**src/rtl/idp_sequencer.sv**
```systemverilog
// Micro-instruction sequencer for the 16-bit integer datapath: accepts one
// instruction at a time and drives registered register-file/ALU controls.
module idp_sequencer (
    input  logic        clk,
    input  logic        reset,
    input  logic        instr_valid,
    input  logic [15:0] instr,
    output logic        instr_ready,
    output logic        busy,
    output logic        done,
    input  logic        C,
    input  logic        N,
    input  logic        Z,
    output logic [2:0]  flags,
    output logic        we,
    output logic [2:0]  W_adr,
    output logic [2:0]  R_adr,
    output logic [2:0]  S_adr,
    output logic [15:0] DS,
    output logic        sel,
    output logic [3:0]  ALU_OP
);

    localparam logic [3:0] PASS_S_OP = 4'b0000;

    localparam logic [1:0] CLS_REG    = 2'b00;
    localparam logic [1:0] CLS_LOADI  = 2'b01;
    localparam logic [1:0] CLS_REPEAT = 2'b10;
    localparam logic [1:0] CLS_CLEAR  = 2'b11;

    typedef enum logic [1:0] {
        ST_IDLE = 2'd0,
        ST_EXEC = 2'd1,
        ST_LOOP = 2'd2
    } state_t;

    state_t      state_reg;
    logic [3:0]  count_reg;
    logic        clear_mode_reg;
    logic        ready_reg;
    logic        busy_reg;
    logic        done_reg;
    logic [2:0]  flags_reg;
    logic        we_reg;
    logic [2:0]  w_adr_reg;
    logic [2:0]  r_adr_reg;
    logic [2:0]  s_adr_reg;
    logic [15:0] ds_reg;
    logic        sel_reg;
    logic [3:0]  alu_op_reg;

    logic [1:0]  instr_class;
    logic [3:0]  repeat_count;
    logic        accept;
    logic        last_cycle;
    logic        unused_instr_bit;

    assign instr_class      = instr[15:14];
    assign repeat_count     = instr[6:3];
    assign accept           = (state_reg == ST_IDLE) && instr_valid;
    // The final write cycle of any instruction; the next edge returns to IDLE.
    assign last_cycle       = (state_reg == ST_EXEC) ||
                              ((state_reg == ST_LOOP) && (count_reg == 4'd0));
    assign unused_instr_bit = instr[0];

    always_ff @(posedge clk) begin
        if (reset) begin
            state_reg      <= ST_IDLE;
            count_reg      <= 4'd0;
            clear_mode_reg <= 1'b0;
            ready_reg      <= 1'b1;
            busy_reg       <= 1'b0;
            done_reg       <= 1'b0;
            flags_reg      <= 3'b000;
            we_reg         <= 1'b0;
            w_adr_reg      <= 3'd0;
            r_adr_reg      <= 3'd0;
            s_adr_reg      <= 3'd0;
            ds_reg         <= 16'h0000;
            sel_reg        <= 1'b0;
            alu_op_reg     <= 4'd0;
        end else begin
            // Flags reflect the ALU result of whichever write is completing now.
            if (we_reg) begin
                flags_reg <= {C, N, Z};
            end

            if (accept) begin
                ready_reg <= 1'b0;
                busy_reg  <= 1'b1;
                we_reg    <= 1'b1;
                case (instr_class)
                    CLS_REG: begin
                        state_reg      <= ST_EXEC;
                        done_reg       <= 1'b1;
                        alu_op_reg     <= instr[13:10];
                        w_adr_reg      <= instr[9:7];
                        r_adr_reg      <= instr[6:4];
                        s_adr_reg      <= instr[3:1];
                        ds_reg         <= 16'h0000;
                        sel_reg        <= 1'b0;
                        clear_mode_reg <= 1'b0;
                        count_reg      <= 4'd0;
                    end
                    CLS_LOADI: begin
                        state_reg      <= ST_EXEC;
                        done_reg       <= 1'b1;
                        alu_op_reg     <= PASS_S_OP;
                        w_adr_reg      <= instr[13:11];
                        r_adr_reg      <= 3'd0;
                        s_adr_reg      <= 3'd0;
                        ds_reg         <= {5'b0, instr[10:0]};
                        sel_reg        <= 1'b1;
                        clear_mode_reg <= 1'b0;
                        count_reg      <= 4'd0;
                    end
                    CLS_REPEAT: begin
                        state_reg      <= ST_LOOP;
                        done_reg       <= (repeat_count == 4'd0);
                        alu_op_reg     <= instr[13:10];
                        w_adr_reg      <= instr[9:7];
                        r_adr_reg      <= instr[9:7];
                        s_adr_reg      <= instr[2:0];
                        ds_reg         <= 16'h0000;
                        sel_reg        <= 1'b0;
                        clear_mode_reg <= 1'b0;
                        count_reg      <= repeat_count;
                    end
                    default: begin
                        state_reg      <= ST_LOOP;
                        done_reg       <= 1'b0;
                        alu_op_reg     <= PASS_S_OP;
                        w_adr_reg      <= 3'd0;
                        r_adr_reg      <= 3'd0;
                        s_adr_reg      <= 3'd0;
                        ds_reg         <= 16'h0000;
                        sel_reg        <= 1'b1;
                        clear_mode_reg <= 1'b1;
                        count_reg      <= 4'd7;
                    end
                endcase
            end else if (last_cycle) begin
                state_reg      <= ST_IDLE;
                count_reg      <= 4'd0;
                clear_mode_reg <= 1'b0;
                ready_reg      <= 1'b1;
                busy_reg       <= 1'b0;
                done_reg       <= 1'b0;
                we_reg         <= 1'b0;
                w_adr_reg      <= 3'd0;
                r_adr_reg      <= 3'd0;
                s_adr_reg      <= 3'd0;
                ds_reg         <= 16'h0000;
                sel_reg        <= 1'b0;
                alu_op_reg     <= 4'd0;
            end else if (state_reg == ST_LOOP) begin
                count_reg <= count_reg - 4'd1;
                done_reg  <= (count_reg == 4'd1);
                if (clear_mode_reg) begin
                    w_adr_reg <= w_adr_reg + 3'd1;
                end
            end
        end
    end

    // CLS_REPEAT/CLS_CLEAR share the LOOP path; CLS_CLEAR is the default arm.
    logic unused_cls;
    assign unused_cls = (CLS_CLEAR == 2'b11) && (CLS_REPEAT == 2'b10);

    assign instr_ready = ready_reg;
    assign busy        = busy_reg;
    assign done        = done_reg;
    assign flags       = flags_reg;
    assign we          = we_reg;
    assign W_adr       = w_adr_reg;
    assign R_adr       = r_adr_reg;
    assign S_adr       = s_adr_reg;
    assign DS          = ds_reg;
    assign sel         = sel_reg;
    assign ALU_OP      = alu_op_reg;

endmodule

```
**config.mk**
```make
export PLATFORM = sky130hd
export DESIGN_NAME = idp_sequencer
export DESIGN_NICKNAME = d
export VERILOG_FILES = /design/src/rtl/idp_sequencer.sv
export SDC_FILE = /design/constraint.sdc
export NUM_CORES = 1
export LEC_CHECK = 0
export CAP_MARGIN = 20
export CORE_ASPECT_RATIO = 0.75
export CORE_MARGIN = 5
export CORE_UTILIZATION = 49
export DETAILED_ROUTE_END_ITERATION = 6
export PLACE_DENSITY = 0.84
export SYNTH_ARGS = -nofsm -noshare
export SYNTH_HDL_FRONTEND = slang
export SYNTH_SLANG_ARGS = --single-unit
```
**constraint.sdc**
```tcl
create_clock -name clk -period 3.1 [get_ports clk]
set_input_delay 0.465 -clock clk [delete_from_list [all_inputs] [get_ports clk]]
set_output_delay 0.465 -clock clk [all_outputs]
set_load 0.02 [all_outputs]
```
After elaboration in Yosys (flattened, before gate mapping):

Cells that the tools add are included.

* bitwise operators: 0
* reduce and logical (&&, ||, !) cells: 14
* order comparisons: 0
* div/mod/pow operators: 0
* equality and inequality tests: 5
* multipliers: 0
* add/subtract/negate cells: 2
* multiplexer cells: 35
* shift operators: 0

Operators with widths (number)
* 16-bit 2-to-1 mux: 2
* 4-bit 2-to-1 mux: 6
* 3-bit 2-to-1 mux: 7
* 3-bit case mux with 2 select lines: 3
* 1-bit 2-to-1 mux: 11
* 11-bit 2-to-1 mux: 1
* 4-bit logical NOT: 2
* 4-bit case mux with 2 select lines: 1
* 2-bit 2-to-1 mux: 3
* 3-bit nonzero test: 2
* 2-bit by 1-bit equality test with 1-bit output (second input constant): 2
* 2-bit equality test (second input constant): 2
* 4-bit by 1-bit equality test with 1-bit output (second input constant): 1
* 2-bit logical NOT: 2
* 2-bit OR reduction: 2
* 4-bit by 1-bit subtractor with 4-bit output (second input constant): 1
* 3-bit by 1-bit adder with 3-bit output (second input constant): 1
* 3-bit OR reduction: 1
* 1-bit logical AND: 2
* 1-bit case mux with 2 select lines: 1
* 2-bit AND reduction: 1
* 2-bit nonzero test: 1
* 1-bit logical OR: 1

* register bits: 43
* bits in latches: 0
* memory bits (writable): 0
* bits of input ports: 22
* logic and storage cells: 69
* memories kept: 0
* output and inout port bits: 37
* bits in read-only memories: 0

Depth between registers and ports, before layout:

* depth after elaboration: 5
* depth in mapped cells: 7
* gate-level depth less buffers: 6

Worst setup path before layout:

No wires, ideal clock.

* path type: in2reg
* from: input port instr[14]
* to: register done_reg (netlist: done)
* slack: 1520 ps
* arrival time: 1502 ps
* path buffers: 1
* setup time: 78 ps
* stages: 5
* required time: 3022 ps
* cells stage by stage: clkbuf_1 -> or4_1 -> o21ai_1 -> a22oi_1 -> nor3_1

* cells in the longest elaborated chain, start to end: 4
* elaborated cells between the ends (all ways): 6
* those cells by class: 2 x eq/ne; 2 x mux; 2 x reduce/logical

RTL lines
* start, declared: RTL line 7 `input logic [15:0] instr,`
* 2-bit by 1-bit equality test with 1-bit output / 2-bit logical NOT (equally long branches): RTL line 92 `case (instr_class)`
* 2-bit OR reduction (no line)
* 1-bit case mux with 2 select lines *: RTL line 92
* 1-bit 2-to-1 mux *: RTL line 88 `if (accept) begin`
* end signal, assigned: RTL line 119 `done_reg <= (repeat_count == 4'd0);`
* end signal, assigned: RTL line 158 `done_reg <= (count_reg == 4'd1);`
* end, declared: RTL line 42 `logic done_reg;`

Mark *: on every way between the ends. The rest lies on a longest branch, timed or not.
A chain may end at the register's enable or synchronous reset.

Worst setup path in the final report:

* from: register count_reg[0]
* to: register r_adr_reg[0] (netlist: R_adr[0])

* cells in the longest elaborated chain, start to end: 4

RTL lines
* start, declared: RTL line 38 `logic [3:0] count_reg;`
* start signal, assigned: RTL line 127 `count_reg <= repeat_count;`
* start signal, assigned: RTL line 157 `count_reg <= count_reg - 4'd1;`
* 4-bit logical NOT: RTL line 63 `((state_reg == ST_LOOP) && (count_reg == 4'd0));`
* 1-bit logical AND: RTL line 63
* 1-bit logical OR: RTL line 62 `assign last_cycle = (state_reg == ST_EXEC) ||`
* 2-bit nonzero test (no line)
* end signal, assigned: RTL line 98 `r_adr_reg <= instr[6:4];`
* end signal, assigned: RTL line 122 `r_adr_reg <= instr[9:7];`
* end, declared: RTL line 46 `logic [2:0] r_adr_reg;`

Every way passes these cells.

==> impl_metrics.tcl <==
set metrics [dict create \
    status "finished, final reports clean" \
    whs_ps 496 \
    nets 266 \
    power_mw 1.23 \
    antenna_found_initial 0 \
    synthTopCellsByCount "dfxtp_1 (38), nor2_1 (29), a22oi_1 (14)" \
    synth_area_leaders "dfxtp_1 (42%), a22oi_2 (6.9%), nor2_1 (6.0%)" \
    clock-sinks 38 \
    rr_worst_depth 7 \
    die_y_um 62.7 \
    rows 19 \
    synth_top_area_share_pct 41.9 \
    p_leak_nw 0.878 \
    grt_overflow_total 0 \
    async_reset_ff_share_pct 0 \
    clk_pin_slew_ps 70 \
    startpoint_type "flop" \
    ys_seq_area_share_pct 41.9 \
    slew_headroom_pct 33.9 \
    vias 1538 \
    clock_latency_ps 290 \
    p_clk_share_pct 34.4 \
    syn_to_final_growth_pct 34.5 \
    critPathArrivalTime_ps 2520 \
    hp-start "flags[1]$_SDFFE_PP0P_" \
    p_sw_mw 0.331 \
    die_w_um 80.3 \
    wire_per_inst_um 14.8 \
    worst_pin_slew_ps 990 \
    crit_fanout 22 \
    r2r_start "count_reg[0]$_SDFFE_PP0P_" \
    yosysWarnings 0 \
    cts_tree "built" \
    post_cts_buffers 0 \
    yosys.area.top_type "dfxtp_1" \
    slew_viol_final 0 \
    grt_setup_unrepaired "no" \
    viasPerCell 5.27 \
    required_ps 3330 \
    tns_ps 0 \
    min_to "flags[1]$_SDFFE_PP0P_" \
    dp_hpwl_um 3210 \
    period_share_pct 74.0 \
    ys.flop_type "dfxtp_1" \
    synth-seq-cells 38 \
    hp-class "flop to flop" \
    cts_resized 0 \
    internal_power_mw 0.895 \
    r2r_slack_ps 810 \
    holdPathStages 2 \
    p_per_area_nw_per_um2 502 \
    crit_start "count_reg[0]$_SDFFE_PP0P_" \
    io_buffers 53 \
    grt_max_degree 31 \
    synth.most_common_cell "dfxtp_1" \
    period_minus_slack_ps 2290 \
    drt-initial-drc-count 105 \
    final_layout_size_suffix_gt1_share_pct 17.1 \
    grt_pass1_vias 1430 \
    ir_drop_uv 289 \
    io-pin-count 59 \
    avgSynthCellArea_um2 9.41 \
    cts_buffer_depth 2 \
    maxCapViolations 0 \
    end_kind "flop" \
    largest_register_ffs 11 \
    grtUsageTotal_pct 18.1 \
    seq_power_share_pct 44.2 \
    finalHoldViolations 0 \
    dr.pass1.iters 5 \
    place_congestion 0.893 \
    drcViolationCount 0 \
    cts_buffers 5 \
    core_area_um2 3610 \
    antenna_left 0 \
    switching_share_pct 27.0 \
    die-area_um2 5040 \
    wl_um 4320 \
    syn-cell-area_um2 1820 \
    crit_type "flop to flop" \
    grt_pass1_wl_um 7150 \
    fmax_ghz 0.436 \
    synth_cells 193 \
    combPwrFrac_pct 21.3 \
    synth_cell_types 38 \
    setup_viol 0 \
    r2r_end "R_adr[0]$_SDFFE_PP0P_" \
    synth_edf_count 0 \
    h-tree-depth 2 \
    start_util_pct 50.2 \
    ctsHoldBuffers 0 \
    skew_ps 5.91 \
    antenna_cells 0 \
    ctsRootBufferMaster "clkbuf_8" \
]
cells in the final DEF, fill, tap and decap left out, drive strengths merged, types with 4 or more instances in the layout:
master and n:
o21ai 8, nor3 4, ha 4, nor2 40, a22oi 24, mux2 6
conb 5, a21oi 5, nand2b 4, clkdlybuf4s50 53, nand2 5, dfxtp 38
a211oi 6, clkbuf 6
critical path, cell delays in order, from the launching register on:
cell and delay (ps):
dfxtp_1 380, inv_1 90, ha_1 210, nor4b_2 180
o21bai_2 780, buf_4 360, a22oi_1 120, nor2_1 100
logic make-up (layout without fill, tap and decap cells):
| family | after synthesis | in the layout | share of synthesized area [%] |
|---|---|---|---|
| buffers and inverters | 23 | 66 | 7.17 |
| multiplexers | 9 | 9 | 5.38 |
| other | 1 | 5 | 0.207 |
| AO/OA/AOI/OAI | 49 | 49 | 21.6 |
| adder cells (fa/ha/maj) | 4 | 4 | 2.76 |
| flip-flops | 38 | 38 | 41.9 |
| AND/OR/NAND/NOR | 67 | 67 | 20.0 |
| XOR/XNOR | 2 | 2 | 0.965 |
per-stage QoR:
stage | setup slack (ps) | std cells | util (%) | cell area, µm²
2_1_floorplan | 1520 | 197 | - | 1830
3_3_place_gp | 713 | 285 | 64.5 | 2330
6_report | 806 | 292 | 67.6 | 2440
3_5_place_dp | 673 | 285 | 64.5 | 2330
4_1_cts | 839 | 292 | 67.6 | 2440
5_1_grt | 666 | 292 | 67.6 | 2440
layer usage:
metal | GRT usage, % | routed length (µm) | up-vias
li1 | - | - | 767
met4 | 4.43 | 42 | 0
met2 | 24.7 | 1880 | 52
met3 | 7.35 | 294 | 5
met5 | 0 | 0 | -
met1 | 26.2 | 2100 | 714
power by group through the flow:
stage,clock network [mW],registers (mW),logic (mW)
2_1_floorplan,0,0.570,0.150
3_3_place_gp,0,0.552,0.257
3_5_place_dp,0,0.553,0.261
4_1_cts,0.432,0.542,0.262
5_1_grt,0.459,0.546,0.284
6_report,0.422,0.542,0.262
final cells by class:
cell class | count | area, µm²
clock inverter | 1 | 30.0
fill | 311 | 1170
tap | 52 | 65.1
timing repair buffer | 56 | 553
multi-input combinational | 136 | 940
clock buffer | 6 | 82.6
sequential | 38 | 761
inverter | 3 | 11.3
worst max path at each step:
stage	slack, ps	cells after the start	endpoint
global route	670	7	R_adr[2]$_SDFFE_PP0P_
detailed placement	670	5	W_adr[0]$_SDFFE_PP0P_
global placement	710	5	W_adr[1]$_SDFFE_PP0P_
CTS	840	7	R_adr[2]$_SDFFE_PP0P_
finish	810	7	R_adr[0]$_SDFFE_PP0P_
floorplan	1520	5	done$_SDFFE_PP0P_
Power figures use the tool's default switching activity.
